## src/rtl/gb_bus_pkg.sv

```systemverilog
// +----------------------------------------------------------------------+
// | gb_bus_pkg : shared types and constants for the Game Boy bus arbiter |
// | Revision   : 1.0                                                     |
// +----------------------------------------------------------------------+
`default_nettype none

package gb_bus_pkg;

  typedef enum logic [1:0] {
    IDLE  = 2'd0,
    ISSUE = 2'd1,
    DONE  = 2'd2
  } state_t;

  localparam logic [7:0] OPEN_BUS = 8'hFF;

  localparam int CPU  = 0;
  localparam int DMA  = 1;
  localparam int HDMA = 2;

  // Index arithmetic modulo n for base in [0,n) and step in [0,n].
  function automatic int wrap_idx(input int base, input int step, input int n);
    int s;
    s = base + step;
    if (s >= n) s = s - n;
    return s;
  endfunction

endpackage

`default_nettype wire

```

## src/rtl/gb_arb_select.sv

```systemverilog
// +----------------------------------------------------------------------+
// | gb_arb_select : winner selection, fixed priority or round-robin      |
// | Revision      : 1.0                                                  |
// +----------------------------------------------------------------------+
`default_nettype none

module gb_arb_select
  import gb_bus_pkg::*;
#(
  parameter int NUM_MASTERS = 3,
  parameter int ID_W        = $clog2(NUM_MASTERS)
) (
  input  logic [NUM_MASTERS-1:0] req,
  input  logic [ID_W-1:0]        ptr,
  input  logic                   rr_mode,
  output logic [ID_W-1:0]        winner,
  output logic                   valid
);

  always_comb begin
    winner = '0;
    valid  = |req;
    if (rr_mode) begin
      // Walk downward so the last hit is the nearest index above ptr.
      for (int k = NUM_MASTERS; k >= 1; k--) begin
        int idx;
        idx = wrap_idx(int'(ptr), k, NUM_MASTERS);
        if (req[idx]) winner = ID_W'(idx);
      end
    end else begin
      for (int i = NUM_MASTERS - 1; i >= 0; i--) begin
        if (req[i]) winner = ID_W'(i);
      end
    end
  end

endmodule

`default_nettype wire

```

## src/rtl/gb_bus_arbiter.sv

```systemverilog
// +----------------------------------------------------------------------+
// | gb_bus_arbiter : N-master to 1-slave bus arbiter with slave timeout  |
// | Revision       : 1.0                                                 |
// +----------------------------------------------------------------------+
`default_nettype none

module gb_bus_arbiter
  import gb_bus_pkg::*;
#(
  parameter int NUM_MASTERS = 3,
  parameter int ADDR_W      = 16,
  parameter int DATA_W      = 8,
  parameter int RR_MODE     = 0,
  parameter int TIMEOUT     = 15
) (
  input  logic                          clock,
  input  logic                          reset,
  input  logic [NUM_MASTERS-1:0]        m_req,
  input  logic [NUM_MASTERS-1:0]        m_we,
  input  logic [NUM_MASTERS*ADDR_W-1:0] m_addr,
  input  logic [NUM_MASTERS*DATA_W-1:0] m_wdata,
  output logic [NUM_MASTERS-1:0]        m_ack,
  output logic                          m_err,
  output logic [DATA_W-1:0]             m_rdata,
  output logic [$clog2(NUM_MASTERS)-1:0] grant_id,
  output logic                          busy,
  output logic                          slv_req,
  output logic                          slv_we,
  output logic [ADDR_W-1:0]             slv_addr,
  output logic [DATA_W-1:0]             slv_wdata,
  input  logic                          slv_ack,
  input  logic [DATA_W-1:0]             slv_rdata
);

  localparam int ID_W  = $clog2(NUM_MASTERS);
  localparam int CNT_W = (TIMEOUT > 1) ? $clog2(TIMEOUT) : 1;

  state_t           r_state;
  logic [ID_W-1:0]  r_ptr;
  logic [CNT_W-1:0] r_cnt;
  logic [ID_W-1:0]  w_winner;
  logic             w_valid;
  logic             w_timeout;

  gb_arb_select #(
    .NUM_MASTERS(NUM_MASTERS),
    .ID_W       (ID_W)
  ) u_select (
    .req    (m_req),
    .ptr    (r_ptr),
    .rr_mode(RR_MODE != 0),
    .winner (w_winner),
    .valid  (w_valid)
  );

  // Counter holds the number of ISSUE cycles already spent before this one.
  assign w_timeout = (TIMEOUT != 0) && (r_cnt == CNT_W'(TIMEOUT - 1));

  always_ff @(posedge clock) begin
    if (reset) begin
      r_state   <= IDLE;
      r_ptr     <= ID_W'(NUM_MASTERS - 1);
      r_cnt     <= '0;
      m_ack     <= '0;
      m_err     <= 1'b0;
      m_rdata   <= '0;
      grant_id  <= '0;
      busy      <= 1'b0;
      slv_req   <= 1'b0;
      slv_we    <= 1'b0;
      slv_addr  <= '0;
      slv_wdata <= '0;
    end else begin
      m_ack <= '0;
      case (r_state)
        IDLE: begin
          if (w_valid) begin
            slv_we    <= m_we[w_winner];
            slv_addr  <= m_addr[int'(w_winner)*ADDR_W +: ADDR_W];
            slv_wdata <= m_wdata[int'(w_winner)*DATA_W +: DATA_W];
            grant_id  <= w_winner;
            slv_req   <= 1'b1;
            busy      <= 1'b1;
            r_cnt     <= '0;
            r_state   <= ISSUE;
          end
        end
        ISSUE: begin
          r_cnt <= r_cnt + 1'b1;
          // A real ack beats a coincident timeout.
          if (slv_ack || w_timeout) begin
            if (slv_ack) begin
              m_rdata <= slv_we ? '0 : slv_rdata;
              m_err   <= 1'b0;
            end else begin
              m_rdata <= {DATA_W{1'b1}};
              m_err   <= 1'b1;
            end
            slv_req <= 1'b0;
            m_ack   <= NUM_MASTERS'(1) << grant_id;
            r_ptr   <= grant_id;
            r_state <= DONE;
          end
        end
        DONE: begin
          m_err   <= 1'b0;
          busy    <= 1'b0;
          r_state <= IDLE;
        end
        default: r_state <= IDLE;
      endcase
    end
  end

endmodule

`default_nettype wire

```

## config.mk

```make
export PLATFORM = sky130hd
export DESIGN_NAME = gb_bus_arbiter
export DESIGN_NICKNAME = d
export VERILOG_FILES = /design/src/rtl/gb_bus_pkg.sv /design/src/rtl/gb_arb_select.sv /design/src/rtl/gb_bus_arbiter.sv
export SDC_FILE = /design/constraint.sdc
export NUM_CORES = 1
export LEC_CHECK = 0
export ABC_CLOCK_PERIOD_IN_PS = 2130
export BUFFER_PORTS_ARGS = -buffer_cell sky130_fd_sc_hd__buf_2
export CAP_MARGIN = 10
export CORE_ASPECT_RATIO = 1.25
export CORE_UTILIZATION = 46
export DETAILED_ROUTE_END_ITERATION = 8
export PLACE_DENSITY = 0.83
export SLEW_MARGIN = 20
export SYNTH_ARGS = -nofsm -noshare
export SYNTH_HDL_FRONTEND = slang
export SYNTH_HIERARCHICAL = 1
export SYNTH_SLANG_ARGS = --single-unit
```

## constraint.sdc

```tcl
create_clock -name clock -period 2.13 [get_ports clock]
set_input_delay 0.1065 -clock clock [delete_from_list [all_inputs] [get_ports clock]]
set_output_delay 0.1065 -clock clock [all_outputs]
set_load 0.03 [all_outputs]
```

======== After elaboration in Yosys (flattened, before gate mapping) ========
Index checks and enable logic that the tools add are counted.
word-level totals
  bits in registers ....................... 47
  bits of input ports ..................... 89
  output and inout bits ................... 41
cells by class
  $add $sub $neg .......................... 1
  magnitude comparators ................... 1
  eq/ne operators ......................... 5
  shifts and indexed selects .............. 3
  multiplexer cells ....................... 19
  bitwise gates (word level) .............. 2
  reduce and logical (&&, ||, !) cells .... 14
operators with widths
  cell                                                 number
  variable part select 48 x 7 -> 16 bit                1
  variable part select 24 x 6 -> 8 bit                 1
  two-way mux 8 bit                                    2
  AND reduction 2 bit                                  6
  two-way mux 2 bit                                    5
  case mux 4 bit (2 select lines)                      1
  case mux 1 bit (2 select lines)                      3
  nonzero test 2 bit                                   3
  OR reduction 3 bit                                   2
  two-way mux 1 bit                                    5
  adder 4 x 1 -> 4 bit (second input constant)         1
  == test 4 bit (second input constant)                1
  two-way mux 4 bit                                    1
  case mux 2 bit (2 select lines)                      1
  < comparator 2 x 3 -> 1 bit (second input constant)  1
  AND reduction 3 bit                                  1
  << shifter 1 x 2 -> 3 bit (first input constant)     1
  binary-select mux 1 bit (select 2 bit)               1
  == test 2 x 1 -> 1 bit (second input constant)       1
  == test 2 bit (second input constant)                1
  logical NOT 2 bit                                    1
  != test 2 x 1 -> 1 bit (second input constant)       1
  != test 2 bit (second input constant)                1
  NOT 1 bit                                            2
  logical OR 1 bit                                     1

======== Longest topological paths before layout ========
Gate-level depths: netlist (run 1).
  word-level depth ........................ 5
  depth in mapped cells ................... 12

======== By module ========
The synthesis (run 1) kept the hierarchy.
by module, submodules not included
  module          times used  cells an instance  area each (um^2)
  gb_bus_arbiter  1           259                2,473.6
  gb_arb_select   1           23                 167.7

======== Worst setup path after synthesis (run 1) ========
Ideal clock, no wire load.
  path kind ............................... in2reg
  from .................................... input m_req[1]
  to ...................................... register slv_we
  library setup time ...................... 123 ps
  arrival ................................. 1,516 ps
  required time ........................... 2,007 ps
  setup slack ............................. 491 ps
  cell stages on the path ................. 10
  buffers on the path ..................... 4
  path through ............................ nor3_1 o21ai_0 o21ai_1 buf_6 nor2b_1 buf_2 and2_1 buf_4 buf_6 a311o_2
between the ends
  cells in the longest elaborated chain, start to end .. 4
RTL lines
  element                                  line                  RTL
  start, declared                          gb_bus_arbiter.sv:18  input logic [NUM_MASTERS-1:0] m_req,
  two-way mux 2 bit (2 in a row)           gb_arb_select.sv:32   if (req[i]) winner = ID_W'(i);
  named net w_winner[1]                    gb_bus_arbiter.sv:41  logic [ID_W-1:0] w_winner;
  binary-select mux 1 bit (select 2 bit)   gb_bus_arbiter.sv:78  slv_we <= m_we[w_winner];
  two-way mux 1 bit (not written as such)  gb_bus_arbiter.sv:78
  end signal, assigned                     gb_bus_arbiter.sv:78
  end, declared                            gb_bus_arbiter.sv:28  output logic slv_we,
The timed path passes the listed nets, and every way through them passes these cells. The select of a mux whose other input is x is not followed.
A chain may end at the register's enable or synchronous reset.

======== Final worst setup path (run 1) ========
  from .................................... register r_state[1]
  to ...................................... register slv_wdata[1]
between the ends
  cells in the longest elaborated chain, start to end .. 2
RTL lines
  element                               line                   RTL
  start, declared                       gb_bus_arbiter.sv:38   state_t r_state;
  start signal, assigned                gb_bus_arbiter.sv:61   r_state <= IDLE;
  start signal, assigned                gb_bus_arbiter.sv:85   r_state <= ISSUE;
  start signal, assigned                gb_bus_arbiter.sv:102  r_state <= DONE;
  logical NOT 2 bit                     gb_bus_arbiter.sv:75   case (r_state)
  AND reduction 2 bit (no source line)  --
  end signal, assigned                  gb_bus_arbiter.sv:80   slv_wdata <= m_wdata[int'(w_winner)*DATA_W +: DATA_W];
  end, declared                         gb_bus_arbiter.sv:30   output logic [DATA_W-1:0] slv_wdata,
Every way passes these cells.

==> flow_summary.json, run 1 <==
{
  "worstPathMaxFanout": 11,
  "synth_edf_count": 0,
  "antenna_cells": 0,
  "place_hpwl_um": 4960,
  "yosysTopAreaCellShare_pct": 37.1,
  "die-area_sq_um": 6050,
  "hp-class": "primary input to register",
  "nets": 500,
  "yosys_register_bits": 49,
  "worst_pin_slew_ns": 0.690,
  "leakagePower_uw": 0.00177,
  "die_y_um": 86.7,
  "syn-cell-area_sq_um": 2640,
  "vias": 2620,
  "drt-initial-drc-count": 96,
  "timing.fmax_mhz": 567,
  "post_cts_buffers": 0,
  "cp.arrival_ns": 1.95,
  "synth_top_area_cell": "dfxtp_1",
  "reg2regPathDepth": 4,
  "clockBufferDepth": 2,
  "rsz0062_at_grt": "no",
  "clk_latency_ns": 0.30,
  "ys.flop_type": "dfxtp_1",
  "power_frac_clock_pct": 24.1,
  "floorplan.initialDensity_pct": 48.2,
  "setup_viol": 0,
  "drt_wl_total_um": 6820,
  "status": "complete, no violations",
  "cp.required_ns": 2.32,
  "pwr-share-seq_pct": 45.6,
  "ir_worst_vdd_v": 0.000406,
  "gp_congestion": 0.861,
  "syn_inst": 282,
  "cts_resized": 0,
  "syn2layout_area_growth_pct": 29.0,
  "fp.coreArea_sq_um": 5480,
  "boundaryPins": 130,
  "fin_area_sq_um": 3410,
  "ys_top_cells_by_area": "dfxtp_1 37%, mux2i_1 10%, a311o_1 6.4%, and3_1 4.7%, o21ai_0 3.6%",
  "fin_crit_ns": 1.77,
  "port_buffers": 129,
  "hold_violations": 0,
  "place_area_sq_um": 3320,
  "cts_hold_buf": 0,
  "synth_most_common_cell": "dfxtp_1",
  "crit_path_end_kind": "register",
  "synth_area_per_cell_sq_um": 9.37,
  "antenna_left": 0,
  "final.setup.tns_ns": 0,
  "drtPass1Iterations": 5,
  "num_rows": 30,
  "numCtsBuffers": 5,
  "cts_tree": "done",
  "critPathKind": "register to register",
  "wire_per_inst_um": 14.5,
  "synth_seq_area_share_pct": 37.1,
  "synth.distinct_cells": 47,
  "htreeDepth": 2,
  "synth_common_cells": "49 x dfxtp_1, 27 x mux2i_1, 20 x and3_1, 19 x o21ai_0, 17 x a311o_1",
  "grt_max_degree": 37,
  "grt_first_pass_wirelength_um": 10900,
  "cts-root-buf": "clkbuf_8",
  "path_clk_slew_ns": 0.09,
  "clock_sinks": 49,
  "timing.final.crit_share_pct": 82.9,
  "skew_ns": 0.00748,
  "cp-start-kind": "register",
  "p_sw_share_pct": 33.3,
  "grt.overflow.total": 0,
  "final_layout_size_suffix_gt1_share_pct": 40.1,
  "drv_cap": 0,
  "power.share.combinational_pct": 30.3,
  "drv_slew": 0,
  "maxSlewHeadroom_pct": 54.0,
  "synthArstFlopShare_pct": 0,
  "grt_usage_pct": 22.2,
  "hold_path_depth": 2,
  "yosysWarnings": 6,
  "internal-power_uw": 1530,
  "p_sw_uw": 766,
  "antenna_found_initial": 0,
  "drcViolationCount": 0,
  "vias_per_cell": 5.57,
  "die_x_um": 69.8,
  "grt_pass1_vias": 2473,
  "power_density_nw_per_um2": 675
}
[worst max-delay path, cell delays in order, from the launching register on]
cell,delay [ns]
dfxtp_1,0.42
or3b_1,0.52
buf_4,0.22
and3_1,0.18
a311o_1,0.31
[flip-flops by register name, indices dropped and copies added, names as in the netlist]
name	cells
m_rdata	8
r_ptr	2
m_ack	3
busy	1
slv_req	1
slv_addr	16
r_state	2
slv_wdata	8
grant_id	2
m_err	1
r_cnt	4
slv_we	1
[layer usage]
layer  vias to the layer above  wire length [um]  share of wire, %  track usage, %
met3                        18               387               5.7            5.23
met2                        93              3470                51            40.7
met5                         -                 0                 0               0
li1                       1290                 -                 -               -
met1                      1219              2810                41            24.7
met4                         0               156               2.3            8.73
[cell type report]
cell class	count	area (sq um)
multi-input combinational	198	1480
inverter	14	52.6
clock inverter	1	7.51
fill	481	2070
sequential	49	981
timing repair buffer	138	726
tap	64	80.1
clock buffer	6	82.6
[logic make-up (layout without fill, tap and decap cells)]
family,after synthesis,after routing,share of synthesized area (%)
buffers and inverters,40,159,8.38
adders and majority gates,5,5,2.37
and+or+nand+nor,81,81,19.5
muxes,28,28,10.7
DFF,49,49,37.1
other,1,6,0.142
AOI/OAI and AO/OA,78,78,21.8
[cell usage in the layout, fill, tap and decap left out, types with 2 or more instances in the layout]
| master | n |
|---|---|
| a31oi_1 | 3 |
| inv_1 | 14 |
| nand3_1 | 5 |
| nor2b_1 | 3 |
| o21ai_0 | 19 |
| buf_2 | 129 |
| nand4_1 | 2 |
| nor2_1 | 9 |
| o211a_1 | 8 |
| nand2_1 | 7 |
| ha_1 | 5 |
| dfxtp_1 | 49 |
| buf_4 | 8 |
| conb_1 | 6 |
| nor4b_1 | 2 |
| a2bb2oi_1 | 7 |
| mux2i_1 | 27 |
| a21oi_1 | 15 |
| a311o_1 | 17 |
| nor3_1 | 12 |
| clkbuf_8 | 6 |
| nor3_2 | 9 |
| and3_1 | 20 |
[final timing paths]
check	from	endpoint	slack, ns
setup / recovery	r_state[1]	slv_wdata[1]	0.36
hold reg to reg	slv_req	slv_req	0.48
hold / removal	m_wdata[23]	slv_wdata[7]	0.03
setup reg to reg	r_state[1]	slv_wdata[1]	0.36
[metrics by stage]
stage	cells	total power [uW]	hold slack, ns	util, %	setup slack [ns]
2_1_floorplan	287	1540	0.259	-	0.491
5_1_grt	470	2420	0.0310	62.2	0.289
3_5_place_dp	463	1770	0.347	60.5	0.352
6_report	470	2300	0.0340	62.2	0.365
3_3_place_gp	463	1750	0.343	60.5	0.410
4_1_cts	470	2330	0.0271	62.2	0.363
[power by group through the flow]
stage                     clock network (uW)  registers (uW)  logic [uW]
after floorplan                            0            1220         326
after global placement                     0            1070         685
after detailed placement                   0            1070         699
after CTS                                576            1050         702
after global routing                     606            1060         752
final                                    553            1050         698
No activity file was read; power rests on OpenSTA's default activity.
==> run 2, diff against run 1 <==
--- a/config.mk
+++ b/config.mk
@@ -5,13 +5,14 @@
 export SDC_FILE = /design/constraint.sdc
 export NUM_CORES = 1
 export LEC_CHECK = 0
-export ABC_CLOCK_PERIOD_IN_PS = 2130
+export ABC_AREA = 1
+export ABC_CLOCK_PERIOD_IN_PS = 1500
 export BUFFER_PORTS_ARGS = -buffer_cell sky130_fd_sc_hd__buf_2
 export CAP_MARGIN = 10
 export CORE_ASPECT_RATIO = 1.25
-export CORE_UTILIZATION = 46
+export CORE_UTILIZATION = 43
 export DETAILED_ROUTE_END_ITERATION = 8
-export PLACE_DENSITY = 0.83
+export PLACE_DENSITY = 0.8
 export SLEW_MARGIN = 20
 export SYNTH_ARGS = -nofsm -noshare
 export SYNTH_HDL_FRONTEND = slang
==> constraint.sdc (replaced) <==
create_clock -name clock -period 1.5 [get_ports clock]
set_input_delay 0.075 -clock clock [delete_from_list [all_inputs] [get_ports clock]]
set_output_delay 0.075 -clock clock [all_outputs]
set_load 0.03 [all_outputs]
==> flow_summary.json, run 2 <==
{
  "rsz0062_at_grt": "no",
  "grt_pass1_vias": 2830,
  "power_density_nw_per_um2": 1030,
  "final.setup.tns_ns": 0,
  "wire_per_inst_um": 11.5,
  "boundaryPins": 130,
  "synth_top_area_cell": "dfxtp_1",
  "vias_per_cell": 4.81,
  "synthArstFlopShare_pct": 0,
  "fp.coreArea_sq_um": 6250,
  "synth_common_cells": "155 x nand2_1, 53 x a21oi_1, 49 x dfxtp_1, 48 x nand3_1, 47 x inv_1",
  "leakagePower_uw": 0.00206,
  "grt_first_pass_wirelength_um": 12400,
  "die_x_um": 74.4,
  "syn-cell-area_sq_um": 2820,
  "hold_ws_ns": 0.0567,
  "num_rows": 32,
  "drtPass1Iterations": 4,
  "synth_area_per_cell_sq_um": 6.28,
  "yosys_register_bits": 49,
  "highest_layer": "met4",
  "synth.distinct_cells": 25,
  "skew_ns": 0.00614,
  "nets": 672,
  "clock_sinks": 49,
  "clk_latency_ns": 0.31,
  "die-area_sq_um": 6890,
  "grt_max_degree": 44,
  "r2r-start": "r_cnt[0]",
  "final_layout_size_suffix_gt1_share_pct": 29.4,
  "synth_edf_count": 0,
  "path_clk_slew_ns": 0.09,
  "timing.fmax_mhz": 728,
  "ys.flop_type": "dfxtp_1",
  "vias": 3192,
  "drv_slew": 0,
  "clockBufferDepth": 2,
  "reg_top3": "slv_addr: 16 flops, m_rdata: 8 flops, slv_wdata: 8 flops",
  "largest_reg_flops": 16,
  "worstPathMaxFanout": 12,
  "htreeDepth": 2,
  "cts_tree": "done",
  "utilization_pct": 58.4,
  "numCtsBuffers": 5,
  "hold_path_depth": 3,
  "wl_met2_um": 3860,
  "cp-start-kind": "register",
  "rrSetupSlack_ns": 0.13,
  "reg2reg_to": "m_rdata[7]",
  "drt-initial-drc-count": 118,
  "drcViolationCount": 0,
  "antenna_left": 0,
  "synth_seq_area_share_pct": 34.8,
  "final_cell_mix": "155 x nand2_1, 129 x buf_2, 53 x a21oi_1",
  "fin_crit_ns": 1.37,
  "floorplan.initialDensity_pct": 45.1,
  "die_y_um": 92.5,
  "antenna_cells": 0,
  "grt.overflow.total": 0,
  "syn2layout_area_growth_pct": 29.3,
  "syn_inst": 449,
  "antenna_found_initial": 0,
  "grt_usage_pct": 23.0,
  "wl_met1_um": 3180,
  "critPathKind": "register to register",
  "min_from": "m_addr[36]",
  "yosysWarnings": 6,
  "crit_path_end_kind": "register",
  "ys_top_cells_by_area": "dfxtp_1 35%, nand2_1 21%, a21oi_1 9.4%, nand3_1 8.5%, inv_1 6.3%",
  "met3WireLength_um": 421,
  "min_to": "slv_addr[4]",
  "drv_cap": 0,
  "setup_viol": 0,
  "cts_resized": 0,
  "reg2regPathDepth": 8,
  "hold_violations": 0,
  "cp.arrival_ns": 1.59,
  "hp-class": "primary input to register",
  "cts-root-buf": "clkbuf_8",
  "yosysTopAreaCellShare_pct": 34.8,
  "post_cts_buffers": 0,
  "top_register": "slv_addr",
  "timing.final.crit_share_pct": 91.6,
  "drt_wl_total_um": 7630,
  "cts_hold_buf": 0,
  "place_hpwl_um": 5820,
  "port_buffers": 129,
  "ir_worst_vdd_v": 0.000484,
  "gp_congestion": 0.818,
  "cp.required_ns": 1.71,
  "synth_most_common_cell": "nand2_1",
  "status": "complete, no violations",
  "final_common_cell": "nand2_1"
}
## run 2: changes by cell type after synthesis, sizes merged, moves of 20 or more
cell and change:
a21oi +41, and3 -21, inv +38, mux2i -27, nand2 +153, nand3 +44
nor3 -20
## run 2: how the worst max path moves through the flow
| stage | start | endpoint |
|---|---|---|
| CTS | r_cnt[0] | m_rdata[7] |
| global route | r_cnt[0] | m_rdata[1] |
| global placement | m_req[1] | slv_addr[9] |
| floorplan | r_cnt[0] | m_rdata[0] |
| detailed placement | m_req[1] | slv_addr[12] |
| finish | r_cnt[0] | m_rdata[7] |
## run 2: per-stage QoR
stage | cells | setup WS, ns | total power [uW] | area, sq um
global route | 663 | 0.00674 | 4010 | 3640
global placement | 656 | 0.157 | 2940 | 3550
CTS | 663 | 0.121 | 3780 | 3640
finish | 663 | 0.126 | 3770 | 3640
floorplan | 452 | 0.265 | 2550 | 2830
detailed placement | 656 | 0.0971 | 2970 | 3550
## run 2: layout make-up
type	count	area, sq um
fillers	630	2600
clock inverters	1	7.51
inverters	53	199
well taps	85	106
repair buffers	143	776
multi-input cells	326	1490
clock buffers	6	82.6
flip-flops and latches	49	981
## run 2: cells by family (layout without fill, tap and decap cells)
kind of cell               count (synthesis)  in the layout  synth area share (%)
AOI/OAI and AO/OA                         77             77                  14.1
DFF                                       49             49                  34.8
adders and majority gates                  5              5                  2.22
buffers and inverters                     77            203                  12.7
other                                      1              4                 0.133
and+or+nand+nor                          240            240                  36.0
## run 2: metal layers
layer,vias to the layer above,GRT usage (%)
met4,0,8.96
met1,1417,27.5
li1,1655,-
met2,106,39.6
met3,14,4.24
met5,-,0
## run 2: critical path, cell delays in order (launching register included)
cell,delay [ns]
dfxtp_1,0.38
inv_1,0.08
ha_1,0.20
nand3_1,0.09
nand2_1,0.15
nand2_4,0.19
nand2_1,0.07
nand2_1,0.07
inv_1,0.04
## run 2: where the power goes
| part | leakage (uW) | internal (uW) | switching [uW] | total [uW] |
|---|---|---|---|---|
| sequential | 0.000405 | 1440 | 80.0 | 1520 |
| clock | 0.0000433 | 366 | 456 | 821 |
| combinational | 0.00162 | 494 | 929 | 1420 |
| total | 0.00206 | 2300 | 1460 | 3770 |
==> run 3, diff against run 2 <==
--- a/config.mk
+++ b/config.mk
@@ -12,7 +12,7 @@
 export CORE_ASPECT_RATIO = 1.25
 export CORE_UTILIZATION = 43
 export DETAILED_ROUTE_END_ITERATION = 8
-export PLACE_DENSITY = 0.8
+export PLACE_DENSITY_LB_ADDON = 0.3
 export SLEW_MARGIN = 20
 export SYNTH_ARGS = -nofsm -noshare
 export SYNTH_HDL_FRONTEND = slang
==> flow_summary.json, run 3 (synthesis gave the netlist of run 2 again) <==
{
  "die_y_um": 92.5,
  "numCtsBuffers": 5,
  "grt.overflow.total": 0,
  "num_rows": 32,
  "final_cell_mix": "155 x nand2_1, 129 x buf_2, 53 x a21oi_1",
  "crit_path_end_kind": "register",
  "cts_hold_buf": 0,
  "final.fill_count": 631,
  "hp-class": "primary input to register",
  "cp.arrival_ns": 1.54,
  "critPathKind": "register to register",
  "final_common_cell": "nand2_1",
  "drt_wl_total_um": 7770,
  "grt_max_degree": 44,
  "post_cts_buffers": 0,
  "setup_viol": 0,
  "vias": 3191,
  "drv_cap": 0,
  "skew_ns": 0.00383,
  "final.setup.tns_ns": 0,
  "crit_top_cell": "nand2_1",
  "leakagePower_uw": 0.00206,
  "hold_violations": 0,
  "cts_tree": "done",
  "reg_top3": "slv_addr: 16 flops, m_rdata: 8 flops, slv_wdata: 8 flops",
  "worstPathMaxFanout": 12,
  "nets": 669,
  "fin_crit_ns": 1.33,
  "grt_pass1_vias": 2810,
  "grt_first_pass_wirelength_um": 12700,
  "fp.coreArea_sq_um": 6250,
  "drtPass1Iterations": 5,
  "hold_ws_ns": 0.0778,
  "vias_per_cell": 4.83,
  "path_clk_slew_ns": 0.09,
  "power_density_nw_per_um2": 1060,
  "die-area_sq_um": 6890,
  "floorplan.initialDensity_pct": 45.1,
  "largest_reg_flops": 16,
  "slowest_stage": "dfxtp_1",
  "drt-initial-drc-count": 153,
  "cts-root-buf": "clkbuf_8",
  "drv_slew": 0,
  "antenna_found_initial": 0,
  "cp_cell_sequence": "inv_1 -> ha_1 -> nand3_1 -> nand2_1 -> nand2_4 -> nand2_1 -> nand2_1 -> inv_1",
  "place_hpwl_um": 5780,
  "die_x_um": 74.4,
  "timing.fmax_mhz": 750,
  "clockBufferDepth": 2,
  "drcViolationCount": 0,
  "htreeDepth": 2,
  "grt_usage_pct": 23.4,
  "antenna_left": 0,
  "cts_resized": 0,
  "wire_per_inst_um": 11.8,
  "syn2layout_area_growth_pct": 29.0,
  "clock_sinks": 49,
  "ir_worst_vdd_v": 0.000532,
  "cp-start-kind": "register",
  "cp.required_ns": 1.70,
  "status": "complete, no violations",
  "gp_congestion": 0.792,
  "final_layout_size_suffix_gt1_share_pct": 29.0,
  "rsz0062_at_grt": "no",
  "rrSetupSlack_ns": 0.17,
  "top_register": "slv_addr",
  "boundaryPins": 130,
  "clk_latency_ns": 0.29,
  "timing.final.crit_share_pct": 88.8,
  "slowest_delay_ns": 0.38,
  "antenna_cells": 0,
  "port_buffers": 129
}
[run 3: layout make-up]
| class | instances | area (sq um) | share of cell area (%) |
|---|---|---|---|
| Tap cell | 85 | 106 | 2.92 |
| Clock buffer | 5 | 68.8 | 1.89 |
| Clock inverter | 2 | 35.0 | 0.964 |
| Multi-Input combinational cell | 326 | 1490 | 41.1 |
| Inverter | 53 | 199 | 5.47 |
| Timing Repair Buffer | 140 | 753 | 20.7 |
| Sequential cell | 49 | 981 | 27.0 |
[run 3: final timing paths]
path	to	cells after the start	start
worst min-delay path	slv_wdata[0]	3	m_wdata[16]
worst max register to register	m_rdata[3]	8	r_cnt[0]
worst min register to register	m_ack[0]	1	grant_id[0]
worst max-delay path	m_rdata[3]	8	r_cnt[0]
[run 3: power breakdown]
group / internal, uW / total, uW / switching, uW
Clock: 485 / 913 / 428
Combinational: 486 / 1420 / 931
Sequential: 1440 / 1530 / 81.0
[run 3: per-stage QoR]
stage	area (sq um)	instances	power [uW]	setup slack (ns)	util (%)
after floorplan	2830	452	2550	0.265	-
after global placement	3530	653	2950	0.197	56.6
after detailed placement	3530	653	2970	0.169	56.6
after CTS	3640	660	3880	0.159	58.2
after global routing	3640	660	4130	0.0150	58.2
final	3640	660	3860	0.167	58.2
[run 3: worst max-delay path: cells and delay by family, from the launching register on]
family	cells	cell delay [ns]
flops	1	0.38
buf+inv	2	0.10
simple gates	5	0.56
fa+ha+maj	1	0.19
[run 3: per-layer routing]
layer  track usage [%]  wire, um  vias up
met3              5.55       538        6
li1                  -         -     1653
met4              4.72        60        0
met1              30.3      3380     1421
met2              38.9      3790      111
met5                 0         0        -
